$ cat src/rtl/baud_serial_tx_pkg.sv
// Shared state encoding and line-level constants for the baud-referenced serial transmitter.
// Latency: n/a (types only). Backpressure: n/a.
package baud_serial_tx_pkg;

  typedef enum logic [2:0] {
    IDLE,
    START,
    DATA,
    PARITY,
    STOP
  } tx_state_t;

  localparam logic LINE_IDLE = 1'b1;
  localparam logic START_BIT = 1'b0;

endpackage

$ cat src/rtl/baud_tick_detect.sv
// Rising-edge detector on the generator square wave, sampled as data in the Clock domain.
// Latency: tick is combinational from BaudClk, one cycle wide. Backpressure: none.
module baud_tick_detect (
  input  logic Clock,
  input  logic Reset,
  input  logic BaudClk,
  output logic tick
);

  logic baud_q;

  always_ff @(posedge Clock or negedge Reset) begin
    if (!Reset) begin
      baud_q <= 1'b0;
    end else begin
      baud_q <= BaudClk;
    end
  end

  assign tick = BaudClk & ~baud_q;

endmodule

$ cat src/rtl/baud_serial_tx.sv
// LSB-first start/data/parity/stop serializer paced by BaudClk ticks, one-entry holding register.
// Latency: frame starts on first tick after accept. Backpressure: TxReady low while holding register full.
module baud_serial_tx
  import baud_serial_tx_pkg::*;
#(
  parameter int DATA_BITS  = 8,
  parameter int STOP_BITS  = 1,
  parameter int PARITY_EN  = 0,
  parameter int PARITY_ODD = 0
) (
  input  logic                 Clock,
  input  logic                 Reset,
  input  logic                 BaudClk,
  input  logic [DATA_BITS-1:0] TxData,
  input  logic                 TxValid,
  output logic                 TxReady,
  output logic                 TxOut,
  output logic                 Busy
);

  localparam int CW = $clog2(DATA_BITS + 1);

  tx_state_t            state;
  tx_state_t            state_nxt;
  logic                 tick;
  logic                 accept;
  logic                 load;
  logic                 hold_full;
  logic                 hold_full_nxt;
  logic                 par_bit;
  logic                 stop_cnt;
  logic [DATA_BITS-1:0] hold_dat;
  logic [DATA_BITS-1:0] shift;
  logic [CW-1:0]        bit_cnt;

  baud_tick_detect u_tick (
    .Clock  (Clock),
    .Reset  (Reset),
    .BaudClk(BaudClk),
    .tick   (tick)
  );

  assign accept = TxValid && TxReady;

  always_comb begin
    state_nxt = state;
    load      = 1'b0;
    if (tick) begin
      case (state)
        IDLE: begin
          if (hold_full) begin
            state_nxt = START;
            load      = 1'b1;
          end
        end
        START:  state_nxt = DATA;
        DATA: begin
          if (bit_cnt == CW'(DATA_BITS)) begin
            state_nxt = (PARITY_EN != 0) ? PARITY : STOP;
          end
        end
        PARITY: state_nxt = STOP;
        STOP: begin
          if (stop_cnt == 1'(STOP_BITS - 1)) begin
            // A waiting byte chains straight into the next start bit.
            if (hold_full) begin
              state_nxt = START;
              load      = 1'b1;
            end else begin
              state_nxt = IDLE;
            end
          end
        end
        default: state_nxt = IDLE;
      endcase
    end
    hold_full_nxt = load ? 1'b0 : (accept ? 1'b1 : hold_full);
  end

  always_ff @(posedge Clock or negedge Reset) begin
    if (!Reset) begin
      state     <= IDLE;
      hold_full <= 1'b0;
      hold_dat  <= '0;
      shift     <= '0;
      bit_cnt   <= '0;
      stop_cnt  <= 1'b0;
      par_bit   <= 1'b0;
      TxOut     <= LINE_IDLE;
      TxReady   <= 1'b1;
      Busy      <= 1'b0;
    end else begin
      state     <= state_nxt;
      hold_full <= hold_full_nxt;
      TxReady   <= ~hold_full_nxt;
      Busy      <= (state_nxt != IDLE) || hold_full_nxt;
      if (accept) begin
        hold_dat <= TxData;
      end
      if (load) begin
        shift   <= hold_dat;
        par_bit <= (^hold_dat) ^ 1'(PARITY_ODD);
      end
      if (tick) begin
        bit_cnt  <= '0;
        stop_cnt <= 1'b0;
        case (state_nxt)
          START:  TxOut <= START_BIT;
          DATA: begin
            TxOut   <= shift[0];
            shift   <= shift >> 1;
            bit_cnt <= (state == DATA) ? bit_cnt + CW'(1) : CW'(1);
          end
          PARITY: TxOut <= par_bit;
          STOP: begin
            TxOut    <= LINE_IDLE;
            stop_cnt <= (state == STOP) ? ~stop_cnt : 1'b0;
          end
          default: TxOut <= LINE_IDLE;
        endcase
      end
    end
  end

endmodule

$ cat config.mk
export PLATFORM = sky130hd
export DESIGN_NAME = baud_serial_tx
export DESIGN_NICKNAME = d
export VERILOG_FILES = /design/src/rtl/baud_serial_tx_pkg.sv /design/src/rtl/baud_tick_detect.sv /design/src/rtl/baud_serial_tx.sv
export SDC_FILE = /design/constraint.sdc
export NUM_CORES = 1
export LEC_CHECK = 0
export ABC_AREA = 1
export CAP_MARGIN = 20
export CELL_PAD_IN_SITES_DETAIL_PLACEMENT = 2
export CELL_PAD_IN_SITES_GLOBAL_PLACEMENT = 2
export CORE_MARGIN = 2
export CORE_UTILIZATION = 34
export DETAILED_ROUTE_END_ITERATION = 12
export PLACE_DENSITY_LB_ADDON = 0.12
export REMOVE_ABC_BUFFERS = 1
export SETUP_SLACK_MARGIN = 0.3
export SLEW_MARGIN = 5
export SYNTH_ARGS = -nofsm -noshare
export SYNTH_HDL_FRONTEND = slang
export SYNTH_SLANG_ARGS = --single-unit
$ cat constraint.sdc
create_clock -name Clock -period 1.51 [get_ports Clock]
set_clock_uncertainty 0.05 [all_clocks]
set_input_delay 0.151 -clock Clock [delete_from_list [all_inputs] [get_ports Clock]]
set_output_delay 0.151 -clock Clock [all_outputs]
set_load 0.005 [all_outputs]
==> metrics.md, run 1 <==
| Metric | Value |
|---|---|
| Clock Sinks | `29` |
| Initial Utilization | `34.6%` |
| Share of cells above drive strength 1 | `51.0%` |
| Max Fanout on Critical Path | `2` |
| Vias per cell | `4.79` |
| Largest net degree at the start of global routing | `30` |
| Critical path capture point type | `flop` |
| Critical path, cell by cell | `inv_2 -> ha_4 -> nand3_4 -> nand2_2 -> nand2_2 -> nand2_1 -> nand2_1 -> nand3_2 -> nor2_2 -> nor2_1 -> nor2_1` |
| Routed WL per cell | `17.5 µm` |
| Cell Int Power | `2.49 mW` |
| Vias | `1,168` |
| WP data required | `1.68 ns` |
| Yosys cell types | `25` |
| Bufs on Longest Clock Path | `2` |
| Synthesized flop and latch total | `29` |
| Slew headroom | `78.2%` |
| IR drop worst, VDD | `0.853 mV` |
| Initial DRC count | `29` |
| Pleak | `0.964 nW` |
| RSZ-0062 raised after global routing | `true` |
| Cell area after synthesis | `1360 µm²` |
| # Max-Cap Violations | `0` |
| Clk network pwr share | `16.3%` |
| Syn_area_per_cell | `9.81 µm²` |
| CP max-delay cell | `dfrtp_1` |
| FMAX | `691 MHz` |
| CTS Buf Count | `5` |
| CP Launch Type | `flop` |
| Syn Inst Count | `139` |
| Cell family with most CP delay | `simple AND/OR/NAND/NOR gates` |
| Drt drc | `0` |
| Initial antenna violation count | `0` |
| Vias in the first global route | `1,268` |
| Reg power frac | `34.3%` |
| # diodes | `0` |
| Status | `complete, no violations` |
| Overall power | `4.04 mW` |
| H-tree depth | `2` |
| R2R Path Start | `bit_cnt[1]` |
| First-pass GRT wire length | `6.24 mm` |
| Slew Viols, Final | `0` |
| TritonCTS clock tree | `yes` |
| Worst path bufs/invs | `1` |
| Site Rows | `23` |
| Combinational power share | `49.4%` |
| Clk_lat worst skew | `0.28 ns` |
| Total Wirelength | `4.28 mm` |
| Chip height | `67.3 µm` |
| Psw | `1.54 mW` |
| Hold crit path type | `in2async` |
| TritonRoute pass-1 iters | `2` |
| WS Path Type | `reg2reg` |
| Fin crit share | `95.8%` |
| Pwr dens | `1930 nW/µm²` |
| Die area | `4530 µm²` |
| Gr usage total | `19.4%` |
| Final min period | `1.45 ns` |
| Setup violators final | `0` |
| Hpwl dp | `2.35 mm` |
| Final hold viol count | `0` |
| Ys Warns | `0` |
| Root Buffer | `clkbuf_8` |
| Seq/Total Area, Yosys | `53.4%` |
| Non-Filler Instances | `244` |
| Grt ovf | `0` |
| Crit. Startpoint | `bit_cnt[1]` |
| FILL cells | `406` |
| Post-Place Cells | `212` |
| Area delta synth->final | `53.6%` |
| Clock Pin Slew Worst Setup and Hold Paths | `0.06 ns` |
| Worst path arrival time | `1.62 ns` |
| Final ANT Viol Nets | `0` |
| Worst Max-Slew Pin Slew | `0.324 ns` |
| PortBufs | `14` |
| Core ar. | `3940 µm²` |
| Switching power share of the total | `38.2%` |
| Final nets | `207` |
| Routability cong. | `0.720` |
| IO Count | `15` |
| Crit path largest cell delay | `0.39 ns` |
| Die X | `67.3 µm` |
## cells by family (layout without fill, tap and decap cells)
kind of cell             Yosys count  in the layout  share of synthesized area [%]
AND/OR/NAND/NOR                   69             71                           22.8
flip-flops                        29             29                           53.4
buffers and inverters             18             71                           6.33
AO/OA/AOI/OAI                     13             13                           8.99
multiplexers                       8              8                           6.61
adder cells (fa/ha/maj)            2              2                           1.83
## flip-flops by register name, indices dropped and copies added (netlist names)
signal,count
Busy,1
hold_dat,8
u_tick.baud_q,1
TxReady,1
stop_cnt,1
hold_full,1
shift,8
bit_cnt,4
state,3
TxOut,1
## timing repair
item / 4_1_cts / 5_1_grt
setup endpoints to repair: 30 / 23
hold buffers: 0 / 1
pin swaps: 11 / 11
cloned: 1 / 1
resized for setup: 38 / 20
buffers inserted: 11 / 10
hold endpoints to repair: 0 / 1
## power by group through the flow
stage	registers, mW	logic, mW	clock network (mW)
after floorplan	1.30	0.792	0
after global placement	1.34	1.22	0
after detailed placement	1.36	1.29	0
after CTS	1.37	1.69	0.680
after global routing	1.43	2.17	0.714
final	1.39	1.99	0.659
## layout by cell type, fill, tap and decap left out, drive strengths merged, types with 2 or more instances in the layout
master         instances
mux2                   8
nor2                  19
dfstp                  2
clkdlybuf4s50         10
o22ai                  4
a31oi                  7
inv                   15
nand3                  7
buf                   35
ha                     2
dfrtp                 27
clkbuf                 8
nand2                 40
## synth_stat cells
library cell	count	area, µm²
nor4_1	1	6.26
dfrtp_1	27	676
nand4_1	1	6.26
inv_2	1	3.75
nand3_1	7	35.0
buf_6	2	22.5
ha_1	2	25.0
or2_2	1	6.26
inv_1	14	52.6
nand2_4	1	11.3
nor2_2	3	18.8
nand2_2	2	12.5
a31oi_2	5	62.6
buf_4	1	7.51
nor3_4	1	16.3
o22ai_2	1	12.5
a21oi_2	1	8.76
dfstp_2	2	52.6
nand3b_1	1	7.51
o31ai_1	1	7.51
o22ai_1	3	18.8
nor2_1	16	60.1
mux2_2	8	90.1
a31oi_1	2	12.5
nand2_1	35	131
## metrics by stage
stage / cell area [µm²] / setup WS (ns) / setup TNS, ns / util, % / hold slack, ns
after floorplan: 1330 / -0.123 / -0.972 / - / -0.195
after global placement: 1650 / -0.139 / -0.580 / 41.9 / 0.440
after detailed placement: 1650 / -0.194 / -1.14 / 41.9 / 0.448
after CTS: 1940 / 0.109 / 0 / 49.2 / 0.187
after global routing: 2090 / -0.0339 / -0.0610 / 53.1 / 0.200
final: 2090 / 0.0637 / 0 / 53.1 / 0.185
## worst paths after layout
check	to	slack [ns]	cells past startpoint
setup / recovery	TxOut	0.06	11
hold / removal	hold_dat[4]	0.19	2
setup reg to reg	TxOut	0.06	11
hold reg to reg	TxOut	0.45	2
max in group asynchronous	TxReady	0.98	2
min in group Clock	hold_dat[5]	0.43	2
## routing by layer
layer / wire (µm) / GRT usage (%)
met5: 0 / 0
met4: 71 / 9.95
met3: 64 / 3.50
met2: 2310 / 36.4
met1: 1830 / 20.4
## area by class of cell
| cell class | instances | area [µm²] | area share (%) |
|---|---|---|---|
| Multi-Input combinational cell | 94 | 722 | 34.5 |
| Tap cell | 50 | 62.6 | 2.99 |
| Inverter | 15 | 56.3 | 2.69 |
| Sequential cell | 29 | 731 | 34.9 |
| Timing Repair Buffer | 48 | 433 | 20.7 |
| Clock buffer | 8 | 90.1 | 4.30 |
Note: power is estimated with default switching activity, not from simulation.
==> run 2, diff against run 1 <==
--- a/config.mk
+++ b/config.mk
@@ -5,15 +5,12 @@
 export SDC_FILE = /design/constraint.sdc
 export NUM_CORES = 1
 export LEC_CHECK = 0
-export ABC_AREA = 1
-export CAP_MARGIN = 20
 export CELL_PAD_IN_SITES_DETAIL_PLACEMENT = 2
 export CELL_PAD_IN_SITES_GLOBAL_PLACEMENT = 2
 export CORE_MARGIN = 2
-export CORE_UTILIZATION = 34
+export CORE_UTILIZATION = 37
 export DETAILED_ROUTE_END_ITERATION = 12
 export PLACE_DENSITY_LB_ADDON = 0.12
-export REMOVE_ABC_BUFFERS = 1
 export SETUP_SLACK_MARGIN = 0.3
 export SLEW_MARGIN = 5
 export SYNTH_ARGS = -nofsm -noshare
==> run 2 against run 1 <==
The flow now finishes with violations (negative setup slack). Clock power decreased by 25%. First-iteration DRC count fell by 62%. Synthesized cell count fell by 25%. Sequential share of layout area increased by 2.9 points. Critical path type unchanged. Largest power group unchanged.
==> metrics.md, run 2 <==
| Metric | Value |
|---|---|
| H-tree depth | `2` |
| Die X | `64.3 µm` |
| Routability cong. | `0.733` |
| R2R Path Start | `bit_cnt[1]` |
| Post-synth EDFFs | `0` |
| PortBufs | `14` |
| Post-Place Cells | `177` |
| FF-to-FF End | `shift[2]` |
| Fin crit share | `121%` |
| Yosys cell types | `31` |
| Worst path arrival time | `1.99 ns` |
| Die area | `4130 µm²` |
| TritonRoute pass-1 iters | `4` |
| Initial Utilization | `39.4%` |
| Bufs on Longest Clock Path | `2` |
| CP Launch Type | `flop` |
| Cell area after synthesis | `1350 µm²` |
| CTS Buf Count | `5` |
| Final hold slack | `0.172 ns` |
| # diodes | `0` |
| IR drop worst, VDD | `0.758 mV` |
| Final instance area | `1930 µm²` |
| Top-count cell post-synth | `dfrtp_1` |
| Max Fanout on Critical Path | `9` |
| Drt drc | `0` |
| Synth top area share | `50.2%` |
| Syn_area_per_cell | `12.9 µm²` |
| Slew headroom | `75.1%` |
| # Max-Cap Violations | `0` |
| Hold crit path type | `in2async` |
| RSZ-0062 raised after global routing | `true` |
| Async set-reset flop share out of synthesis | `100%` |
| TritonCTS clock tree | `yes` |
| IO Count | `15` |
| Root Buffer | `clkbuf_4` |
| Worst path bufs/invs | `2` |
| Post-layout util | `56.4%` |
| Site Rows | `21` |
| Total Wirelength | `4.23 mm` |
| FMAX | `546 MHz` |
| Final ANT Viol Nets | `0` |
| Hold_buf cts | `0` |
| Setup violators final | `15` |
| CP max-delay cell | `dfrtp_1` |
| Area delta synth->final | `43.3%` |
| Synthesized flop and latch total | `29` |
| Syn Inst Count | `104` |
| R2R depth | `7` |
| Clk_lat worst skew | `0.33 ns` |
| Status | `finished, violations left` |
| Grt ovf | `0` |
| Worst Max-Slew Pin Slew | `0.373 ns` |
| Core ar. | `3420 µm²` |
| Critical path capture point type | `flop` |
| Commonest non-fill, non-tap cell in the layout | `dfrtp_1` |
| Share of cells above drive strength 1 | `51.0%` |
| Top flop regs | `hold_dat: 8 flops, shift: 8 flops, bit_cnt: 4 flops` |
| R2R Setup Slk | `-0.32 ns` |
| Initial antenna violation count | `0` |
| Vias per cell | `5.07` |
| Final hold viol count | `0` |
| Seq/Total Area, Yosys | `54.1%` |
| Overall power | `3.56 mW` |
| Pleak | `0.886 nW` |
| Chip height | `64.3 µm` |
| Commonest cells in the netlist | `dfrtp_1, mux2_2, nand2_1` |
| Final min period | `1.83 ns` |
| WP data required | `1.67 ns` |
| Largest area contributor in the netlist | `dfrtp_1` |
| Routed WL per cell | `21.7 µm` |
| Final worst slack | `-0.320 ns` |
| Failing checks | `negative setup slack` |
| Crit path largest cell delay | `0.42 ns` |
| Pwr dens | `1840 nW/µm²` |
| Hpwl dp | `2.25 mm` |
| Clock Sinks | `29` |
| Gr usage total | `21.2%` |
| Post-Syn Nets | `118` |
| Setup TNS | `-3.25 ns` |
| First-pass GRT wire length | `6.40 mm` |
| Area post-placement | `1700 µm²` |
| Most used DFF post-synth | `dfrtp_1` |
| Most frequent cells in the layout | `dfrtp_1, buf_4, mux2_4, clkdlybuf4s50_1, nand2_1` |
| Top cells by area, synth | `dfrtp_1, mux2_2, mux2_4` |
| Non-Filler Instances | `195` |
| Ys Warns | `0` |
| Initial DRC count | `11` |
| Cell family with most CP delay | `flip-flops` |
| Pre-CTS setup slack | `-0.370 ns` |
| Critical path, cell by cell | `inv_2 -> ha_2 -> and3b_1 -> nand2b_4 -> a21boi_4 -> buf_12 -> mux2_2` |
| Slew Viols, Final | `0` |
| Final nets | `163` |
| Vias in the first global route | `1,194` |
| Clock Pin Slew Worst Setup and Hold Paths | `0.10 ns` |
| WS Path Type | `reg2reg` |
| Largest net degree at the start of global routing | `30` |
| Vias | `988` |
-- run 2: cell types whose count changed after synthesis, moves of 3 or more --
cell	before	now
nand2_1	35	7
inv_1	14	5
mux2_2	8	16
mux2_4	0	4
nand3_1	7	4
nand2b_1	0	3
o21ai_0	0	6
o22ai_1	3	0
nor2_1	16	2
a31oi_2	5	0
-- run 2: area by class of cell --
class	count	area [µm²]
Inverter	5	18.8
Tap cell	46	57.6
Sequential cell	29	729
Timing Repair Buffer	39	347
Multi-Input combinational cell	69	721
Clock buffer	7	55.1
Fill cell	322	1490
-- run 2: what timing repair did --
action                                  4_1_cts  5_1_grt
pin swaps                                     3        6
gates cloned                                  2        0
endpoints found under the hold margin         0        0
buffers inserted                              8        1
endpoints found under the setup margin       30       28
resized for setup                            18       15
-- run 2: kinds of logic (layout without fill, tap and decap cells) --
family	count (synthesis)	after routing	share of synthesized area, %
buffers and inverters	8	51	2.88
DFF	29	29	54.1
adders and majority gates	2	2	1.86
AOI/OAI and AO/OA	12	12	6.33
muxes	23	23	20.3
and+or+nand+nor	30	32	14.5
-- run 2: worst max-delay path by stage --
stage               start  endpoint  slack [ns]  cells after the start
3_5_place_dp      BaudClk  shift[0]       -0.37                      5
6_report       bit_cnt[1]  shift[2]       -0.32                      7
5_1_grt        bit_cnt[1]  shift[3]       -0.36                      7
3_3_place_gp      BaudClk  shift[0]       -0.32                      5
2_1_floorplan  bit_cnt[0]  shift[0]       -0.22                      6
4_1_cts        bit_cnt[1]  shift[0]       -0.26                      7
-- run 2: metal layers --
layer / vias to the layer above / part of all wire (%) / track usage (%)
met4: 0 / 1.2 / 7.18
li1: 454 / - / -
met5: - / 0 / 0
met1: 519 / 41 / 24.7
met3: 4 / 1.5 / 4.23
met2: 11 / 56 / 38.5
-- run 2: power breakdown --
part / total, mW / switching [mW] / internal (mW)
Sequential: 1.38 / 0.272 / 1.11
Clock: 0.493 / 0.274 / 0.220
Combinational: 1.68 / 0.687 / 0.995
